<file path="src/rtl/spi_bitrev_slave.sv">
// SPI slave test target: oversamples SCK/SS/MOSI on the system clock, receives a
// DATA_W-bit word MSB first and answers with the bit-reversed (or echoed) word.
module spi_bitrev_slave #(
   parameter int DATA_W = 8,
   parameter bit CPOL   = 1'b0,
   parameter bit CPHA   = 1'b0
) (
   input  logic              clock,
   input  logic              reset,
   input  logic              sck,
   input  logic              ss,
   input  logic              mosi,
   input  logic              mode,
   output logic              miso,
   output logic [DATA_W-1:0] rx_data,
   output logic              rx_valid,
   output logic              frame_err
);
   localparam int CW = $clog2(DATA_W) + 1;

   typedef enum logic [1:0] {IDLE, RX, TX} state_t;

   // [0],[1] synchroniser, [2] history for edge detection
   logic [2:0] sck_q, ss_q;
   logic [1:0] mosi_q;

   state_t            state_q, state_d;
   logic [CW-1:0]     cnt_q, cnt_d;
   logic [DATA_W-1:0] sr_q, sr_d;
   logic [DATA_W-1:0] tx_q, tx_d;
   logic [DATA_W-1:0] rx_data_q, rx_data_d;
   logic              mode_q, mode_d;
   logic              carry_q, carry_d;
   logic              miso_q, miso_d;
   logic              rx_valid_q, rx_valid_d;
   logic              ferr_q, ferr_d;

   logic              sck_chg, lead_e, trail_e, samp_e, shft_e, ss_hi, ss_fall;
   logic [DATA_W-1:0] word, word_rev;

   assign sck_chg = sck_q[1] ^ sck_q[2];
   assign lead_e  = sck_chg & (sck_q[1] != CPOL);
   assign trail_e = sck_chg & (sck_q[1] == CPOL);
   assign samp_e  = CPHA ? trail_e : lead_e;
   assign shft_e  = CPHA ? lead_e : trail_e;
   assign ss_hi   = ss_q[1];
   assign ss_fall = ~ss_q[1] & ss_q[2];
   assign word    = {sr_q[DATA_W-2:0], mosi_q[1]};

   always_comb begin
      word_rev = '0;
      for (int i = 0; i < DATA_W; i++) word_rev[i] = word[DATA_W-1-i];
   end

   always_comb begin
      state_d    = state_q;
      cnt_d      = cnt_q;
      sr_d       = sr_q;
      tx_d       = tx_q;
      mode_d     = mode_q;
      carry_d    = carry_q;
      miso_d     = miso_q;
      rx_data_d  = rx_data_q;
      rx_valid_d = 1'b0;
      ferr_d     = 1'b0;
      if (ss_hi) begin
         state_d = IDLE;
         miso_d  = 1'b1;
         // carry_q: bit 0 came from the closing edge of a completed TX, so a
         // release right there is a clean end of transfer, not an abort.
         if (state_q == TX || (state_q == RX && cnt_q > CW'(carry_q)))
            ferr_d = 1'b1;
      end else begin
         case (state_q)
            IDLE: if (ss_fall) begin
               state_d = RX;
               mode_d  = mode;
               cnt_d   = '0;
               sr_d    = '0;
               carry_d = 1'b0;
               miso_d  = 1'b1;
            end
            RX: if (samp_e) begin
               sr_d    = word;
               cnt_d   = cnt_q + 1'b1;
               carry_d = 1'b0;
               if (cnt_q == CW'(DATA_W - 1)) begin
                  rx_data_d  = word;
                  rx_valid_d = 1'b1;
                  tx_d       = mode_q ? word : word_rev;
                  state_d    = TX;
                  cnt_d      = '0;
               end
            end
            TX: begin
               if (shft_e && cnt_q != CW'(DATA_W)) begin
                  miso_d = tx_q[DATA_W-1];
                  tx_d   = {tx_q[DATA_W-2:0], 1'b0};
                  cnt_d  = cnt_q + 1'b1;
               end else if (samp_e && cnt_q == CW'(DATA_W)) begin
                  // master samples the last TX bit here; same edge is RX bit 0
                  state_d = RX;
                  mode_d  = mode;
                  sr_d    = {{(DATA_W-1){1'b0}}, mosi_q[1]};
                  cnt_d   = CW'(1);
                  carry_d = 1'b1;
                  miso_d  = 1'b1;
               end
            end
            default: state_d = IDLE;
         endcase
      end
   end

   always_ff @(posedge clock) begin
      if (reset) begin
         sck_q      <= {3{CPOL}};
         ss_q       <= '0;   // a fresh ss fall is required after reset
         mosi_q     <= '0;
         state_q    <= IDLE;
         cnt_q      <= '0;
         sr_q       <= '0;
         tx_q       <= '0;
         mode_q     <= 1'b0;
         carry_q    <= 1'b0;
         miso_q     <= 1'b1;
         rx_data_q  <= '0;
         rx_valid_q <= 1'b0;
         ferr_q     <= 1'b0;
      end else begin
         sck_q      <= {sck_q[1:0], sck};
         ss_q       <= {ss_q[1:0], ss};
         mosi_q     <= {mosi_q[0], mosi};
         state_q    <= state_d;
         cnt_q      <= cnt_d;
         sr_q       <= sr_d;
         tx_q       <= tx_d;
         mode_q     <= mode_d;
         carry_q    <= carry_d;
         miso_q     <= miso_d;
         rx_data_q  <= rx_data_d;
         rx_valid_q <= rx_valid_d;
         ferr_q     <= ferr_d;
      end
   end

   assign miso      = miso_q;
   assign rx_data   = rx_data_q;
   assign rx_valid  = rx_valid_q;
   assign frame_err = ferr_q;
endmodule

</file>
<file path="config.mk">
export PLATFORM = sky130hd
export DESIGN_NAME = spi_bitrev_slave
export DESIGN_NICKNAME = d
export VERILOG_FILES = /design/src/rtl/spi_bitrev_slave.sv
export SDC_FILE = /design/constraint.sdc
export NUM_CORES = 1
export LEC_CHECK = 0
export CAP_MARGIN = 10
export CORE_MARGIN = 4
export CORE_UTILIZATION = 51
export CTS_CLUSTER_DIAMETER = 80
export DETAILED_ROUTE_END_ITERATION = 16
export PLACE_DENSITY_LB_ADDON = 0.25
export REMOVE_ABC_BUFFERS = 1
export SLEW_MARGIN = 15
export SYNTH_ARGS = -nofsm -noshare
export SYNTH_HDL_FRONTEND = slang
export SYNTH_SLANG_ARGS = --single-unit
</file>
<file path="constraint.sdc">
create_clock -name clock -period 1.9 [get_ports clock]
set_input_delay 0.38 -clock clock [delete_from_list [all_inputs] [get_ports clock]]
set_output_delay 0.38 -clock clock [all_outputs]
set_load 0.05 [all_outputs]
</file>
# [Word level (Yosys, flattened, before mapping)]
# Index checks and enable logic that the tools add are counted.
[totals] wordCells=89 out_inout_bits=11 ff_bits=42 input_bits=6
[classes] magnitude_cmp=1 reduce_logical=18 eq_ne=12 bitwise=8 muxes=36 n_addsub=1
[ops] operator="$mux 8" n=4
[ops] operator="$mux 7" n=4
[ops] operator="$pmux 7 s3" n=1
[ops] operator="$mux 4" n=5
[ops] operator="$reduce_and 5->1" n=4
[ops] operator="$pmux 8 s2" n=1
[ops] operator="$pmux 4 s3" n=1
[ops] operator="$mux 1" n=11
[ops] operator="$mux 2" n=5
[ops] operator="$ne 2x1->1 const B" n=3
[ops] operator="$ne 2x2->1 const B" n=3
[ops] operator="$pmux 2 s3" n=1
[ops] operator="$reduce_and 6->1" n=1
[ops] operator="$add 4x1->4 const B" n=1
[ops] operator="$eq 4x3->1 const B" n=1
[ops] operator="$eq 4x4->1 const B" n=1
[ops] operator="$gt 4x1->1" n=1
[ops] operator="$ne 4x4->1 const B" n=1
[ops] operator="$not 1->1" n=4
[ops] operator="$pmux 1 s2" n=2
[ops] operator="$reduce_and 4->1" n=1
[ops] operator="$reduce_bool 2->1" n=2
[ops] operator="$reduce_or 2->1" n=2
[ops] operator="$reduce_or 4->1" n=1
[ops] operator="other kinds (11)" n=15

# [Longest topological paths before layout]
[depth] depth_word=6 depth_mapped=9 ltp_nobuf=7

# [Worst setup path before layout]
# OpenSTA, ideal clock, no wires.
[synth_path] path_kind="reg2reg" start="reg state_q[0]" end="reg cnt_q[2]" period_less_slack_ps=1903 stages_incl_launch_ff=8 setup_ps=71 required_time_ps=1829 path_buffers=0 path_slack_ps=-3 t_arrival_ps=1832 cell_sequence="dfxtp_1 -> inv_1 -> ha_1 -> nor2b_1 -> a2111oi_4 -> o21ai_2 -> or3_1 -> a21oi_1"
[synth_between] elab_chain_cells=3 word_cells_on_any_way=9 cone_classes="eq/ne: 5; mux: 1; reduce/logical: 3"
[synth_rtl] element="start, declared" line="27" text="state_t state_q, state_d;"
[synth_rtl] element="start signal, assigned" line="134" text="state_q <= state_d;"
[synth_rtl] element="$eq 2x2->1 (tied with other cells)" line="74" text="case (state_q)"
[synth_rtl] element="$ne 3x1->1 (no source line) (tied with other cells)"
[synth_rtl] element="$reduce_and 5->1 (no source line)"
[synth_rtl] element="end signal, assigned" line="135" text="cnt_q <= cnt_d;"
[synth_rtl] element="end, declared" line="28" text="logic [CW-1:0] cnt_q, cnt_d;"
# Parallel ways exist; a longest one is shown, timed or not.
# A chain may end at the register's enable or synchronous reset.

# [Worst setup path after layout]
[layout_path] start="reg rx_data_q[2] (netlist: rx_data[2])" end="out rx_data[2]"
[layout_rtl] element="start, declared" line="31" text="logic [DATA_W-1:0] rx_data_q, rx_data_d;"
[layout_rtl] element="start signal, assigned" line="141" text="rx_data_q <= rx_data_d;"
[layout_rtl] element="end, declared" line="15" text="output logic [DATA_W-1:0] rx_data,"
# No word-level cell between the ends.

==> flow_metrics.env <==
export IMPL_run_status="completed"
export IMPL_grt_pass1_vias=1556
export IMPL_ios=17
export IMPL_p_clk_share_pct=33.1
export IMPL_period_share_pct=95.9
export IMPL_max_freq_mhz=549
export IMPL_cpLargestDelayFamily="buffers and inverters"
export IMPL_syn_to_final_growth_pct=25.3
export IMPL_r2r_start="state_q[1]$_SDFFE_PP0P_"
export IMPL_synth_ff_type="dfxtp_1"
export IMPL_arrival_ps=1440
export IMPL_finalSetupViolations=0
export IMPL_cts_buffers=5
export IMPL_drt_wl_total_um=4200
export IMPL_synth_top_area_share_pct=42.5
export IMPL_ys_seq_area_share_pct=42.5
export IMPL_drtIter0Drc=77
export IMPL_nets=272
export IMPL_synthTopCellsByArea="dfxtp_1, mux2i_1, ha_1, nor2_1, o21ai_0"
export IMPL_cp_end_kind="primary output"
export IMPL_synth_fa_ha_area_share_pct=5.06
export IMPL_avgRoutedWirePerCell_um=13.7
export IMPL_portBuffers=16
export IMPL_rows=22
export IMPL_hold_path_class="reg -> reg"
export IMPL_yosys_warnings=0
export IMPL_finalWeightedCongestion=0.898
export IMPL_dpl_hpwl_um=2930
export IMPL_crit_fanout=2
export IMPL_synth_distinct_cells=34
export IMPL_relSlewSlack_pct=66.1
export IMPL_critPathKind="reg -> out"
export IMPL_tightest_slew_ps=507
export IMPL_layout_drive_gt1_share_pct=18.5
export IMPL_design_area_sq_mm=0.00248
export IMPL_n_fill_cell=303
export IMPL_leakage_nw=0.953
export IMPL_syn_inst=223
export IMPL_vdd_ir_drop_max_v=0.000402
export IMPL_synth_async_reset_ratio_pct=0
export IMPL_n_antenna_cell=0
export IMPL_ctsRootBufferMaster="clkbuf_8"
export IMPL_synth_top_family_by_area="simple AND/OR/NAND/NOR gates"
export IMPL_yosysMostFrequentCell="dfxtp_1"
export IMPL_crit_chain="clkdlybuf4s50_1"
export IMPL_startpoint_type="flip-flop"
export IMPL_syn_area_sq_mm=0.00198
export IMPL_clk_latency_ps=300
export IMPL_path_depth=1
export IMPL_core_area_sq_mm=0.00372
export IMPL_die_area_sq_mm=0.00494
export IMPL_ant_nets=0
export IMPL_hold_buffers=0
export IMPL_yosys_area_share_simple_pct=22.2
export IMPL_placed_area_sq_mm=0.00234
export IMPL_dp_cells=298
export IMPL_clkSinkCount=42
export IMPL_grt_start_max_net_pins=20
export IMPL_hold_start="sck_q[0]$_SDFF_PP0_"
export IMPL_hold_viol=0
export IMPL_p_switching_mw=0.499
export IMPL_reg2reg_slack_ps=90
export IMPL_pwr_share_seq_pct=49.9
export IMPL_synth_compound_area_share_pct=13.2
export IMPL_via_per_inst=5.36
export IMPL_hold_depth=1
export IMPL_p_comb_share_pct=17.0
export IMPL_synth_edf_count=0
export IMPL_cp_required_ps=1520
export IMPL_fin_util_pct=66.7
export IMPL_seqCellArea_sq_um=846
export IMPL_grt_remaining_overflow=0
export IMPL_grt_usage_pct=17.6
export IMPL_synthXorXnorAreaFrac_pct=0
export IMPL_reg2reg_to="cnt_q[3]$_SDFFE_PP0P_"
export IMPL_antenna_found_initial=0
export IMPL_syn_area_per_cell_sq_um=8.87
export IMPL_finalWorstPathRequiredPeriod_ps=1820
export IMPL_cts_tree="done"
export IMPL_power_density_mw_per_mm2=740
export IMPL_final_max_slew_viol_count=0
export IMPL_rr_worst_depth=8
export IMPL_critical_path_max_stage_delay_ps=800
export IMPL_die_w_um=70.3
export IMPL_whs_endpoint="sck_q[1]$_SDFF_PP0_"
export IMPL_skew_ps=6.36
export IMPL_path_buf_inv=1
export IMPL_power_internal_mw=1.33
export IMPL_drv_cap=0
export IMPL_synth_common_cells="dfxtp_1, mux2i_1, nor2_1"
export IMPL_start_util_pct=53.2
export IMPL_grt_first_pass_wirelength_um=7020
export IMPL_setup_tns_ps=0
export IMPL_clkTransAtPathRegs_ps=80
export IMPL_synth_mux_area_share_pct=12.7
export IMPL_cts_max_path_buffers=2
export IMPL_multi_input_area_sq_mm=0.00108
export IMPL_drc=0
export IMPL_num_vias=1646
export IMPL_critPathSlowestCell="clkdlybuf4s50_1"
export IMPL_firstDrtPassIters=6
export IMPL_fin_cells=307
export IMPL_swShare_pct=27.2
export IMPL_die_height_um=70.3
export IMPL_synth_top_cell_by_area="dfxtp_1"
export IMPL_synth_seq_cells=42
export IMPL_htree_levels=2
==> stage by stage <==
| stage | hold WS, ps | setup WS (ps) | total power, mW |
|---|---|---|---|
| after floorplan | 414 | -747 | 1.09 |
| after global placement | 421 | 15.1 | 1.22 |
| after detailed placement | 424 | -30.8 | 1.22 |
| after CTS | 447 | 25.5 | 1.83 |
| after global routing | 465 | -27.3 | 1.91 |
| final | 442 | 78.0 | 1.83 |
==> worst max path at each step <==
stage	start	to	slack [ps]
after floorplan	state_q[1]$_SDFFE_PP0P_	rx_data[0]$_SDFFE_PP0P_	-750
after global placement	state_q[0]$_SDFFE_PP0P_	sr_q[0]$_SDFFE_PP0P_	20
after detailed placement	state_q[0]$_SDFFE_PP0P_	sr_q[0]$_SDFFE_PP0P_	-30
after CTS	state_q[1]$_SDFFE_PP0P_	cnt_q[2]$_SDFFE_PP0P_	30
after global routing	cnt_q[0]$_SDFFE_PP0P_	tx_q[6]$_SDFFE_PP0P_	-30
final	rx_data[2]$_SDFFE_PP0P_	rx_data[2]	80
==> cell usage in the layout, fill, tap and decap left out, types with 4 or more instances in the layout <==
cell             instances
clkdlybuf4s50_1         16
a21oi_1                 13
inv_1                    6
buf_4                   24
mux2i_1                 25
nand3b_1                 4
ha_1                     7
nand3_1                  5
nand4_1                  6
dfxtp_2                  4
o21ai_0                 15
nand2_1                 21
nor2b_1                 11
dfxtp_1                 38
nor2_1                  23
clkbuf_8                 6
==> metal layers <==
metal / vias up / share of wire, % / track usage, %
met5: - / 0 / 0
met4: 0 / 1.6 / 7.23
met3: 6 / 2.7 / 4.60
met2: 24 / 48 / 28.2
met1: 776 / 47 / 22.4
li1: 840 / - / -
==> power by group through the flow <==
stage / Sequential, mW / Clock [mW] / Combinational, mW
finish: 0.916 / 0.606 / 0.311
global route: 0.918 / 0.655 / 0.337
CTS: 0.911 / 0.623 / 0.291
detailed placement: 0.932 / 0 / 0.289
global placement: 0.932 / 0 / 0.288
floorplan: 0.931 / 0 / 0.158
==> cell families after synthesis <==
| logic type | after synthesis |
|---|---|
| buf+inv | 21 |
| mux | 25 |
| flops | 42 |
| compound gates | 41 |
| simple gates | 86 |
| fa+ha+maj | 8 |
==> registers in the layout, indices dropped and copies added (netlist names) <==
register / cells
carry_q: 1
cnt_q: 4
frame_err: 1
miso: 1
mode_q: 1
mosi_q: 2
rx_data: 8
rx_valid: 1
sck_q: 3
sr_q: 7
ss_q: 3
state_q: 2
tx_q: 8
==> layout make-up <==
class / count / area share (%)
tap: 48 / 2.42
inverter: 7 / 1.06
clock inverter: 2 / 0.505
multi-input combinational: 160 / 43.5
timing repair buffer: 42 / 15.0
clock buffer: 6 / 3.33
sequential: 42 / 34.1
==> what timing repair did <==
item	4_1_cts	5_1_grt
setup buffers	0	1
setup endpoints to repair	8	18
pin swaps	1	3
resized for setup	1	13
Note: power is estimated with default switching activity, not from simulation.
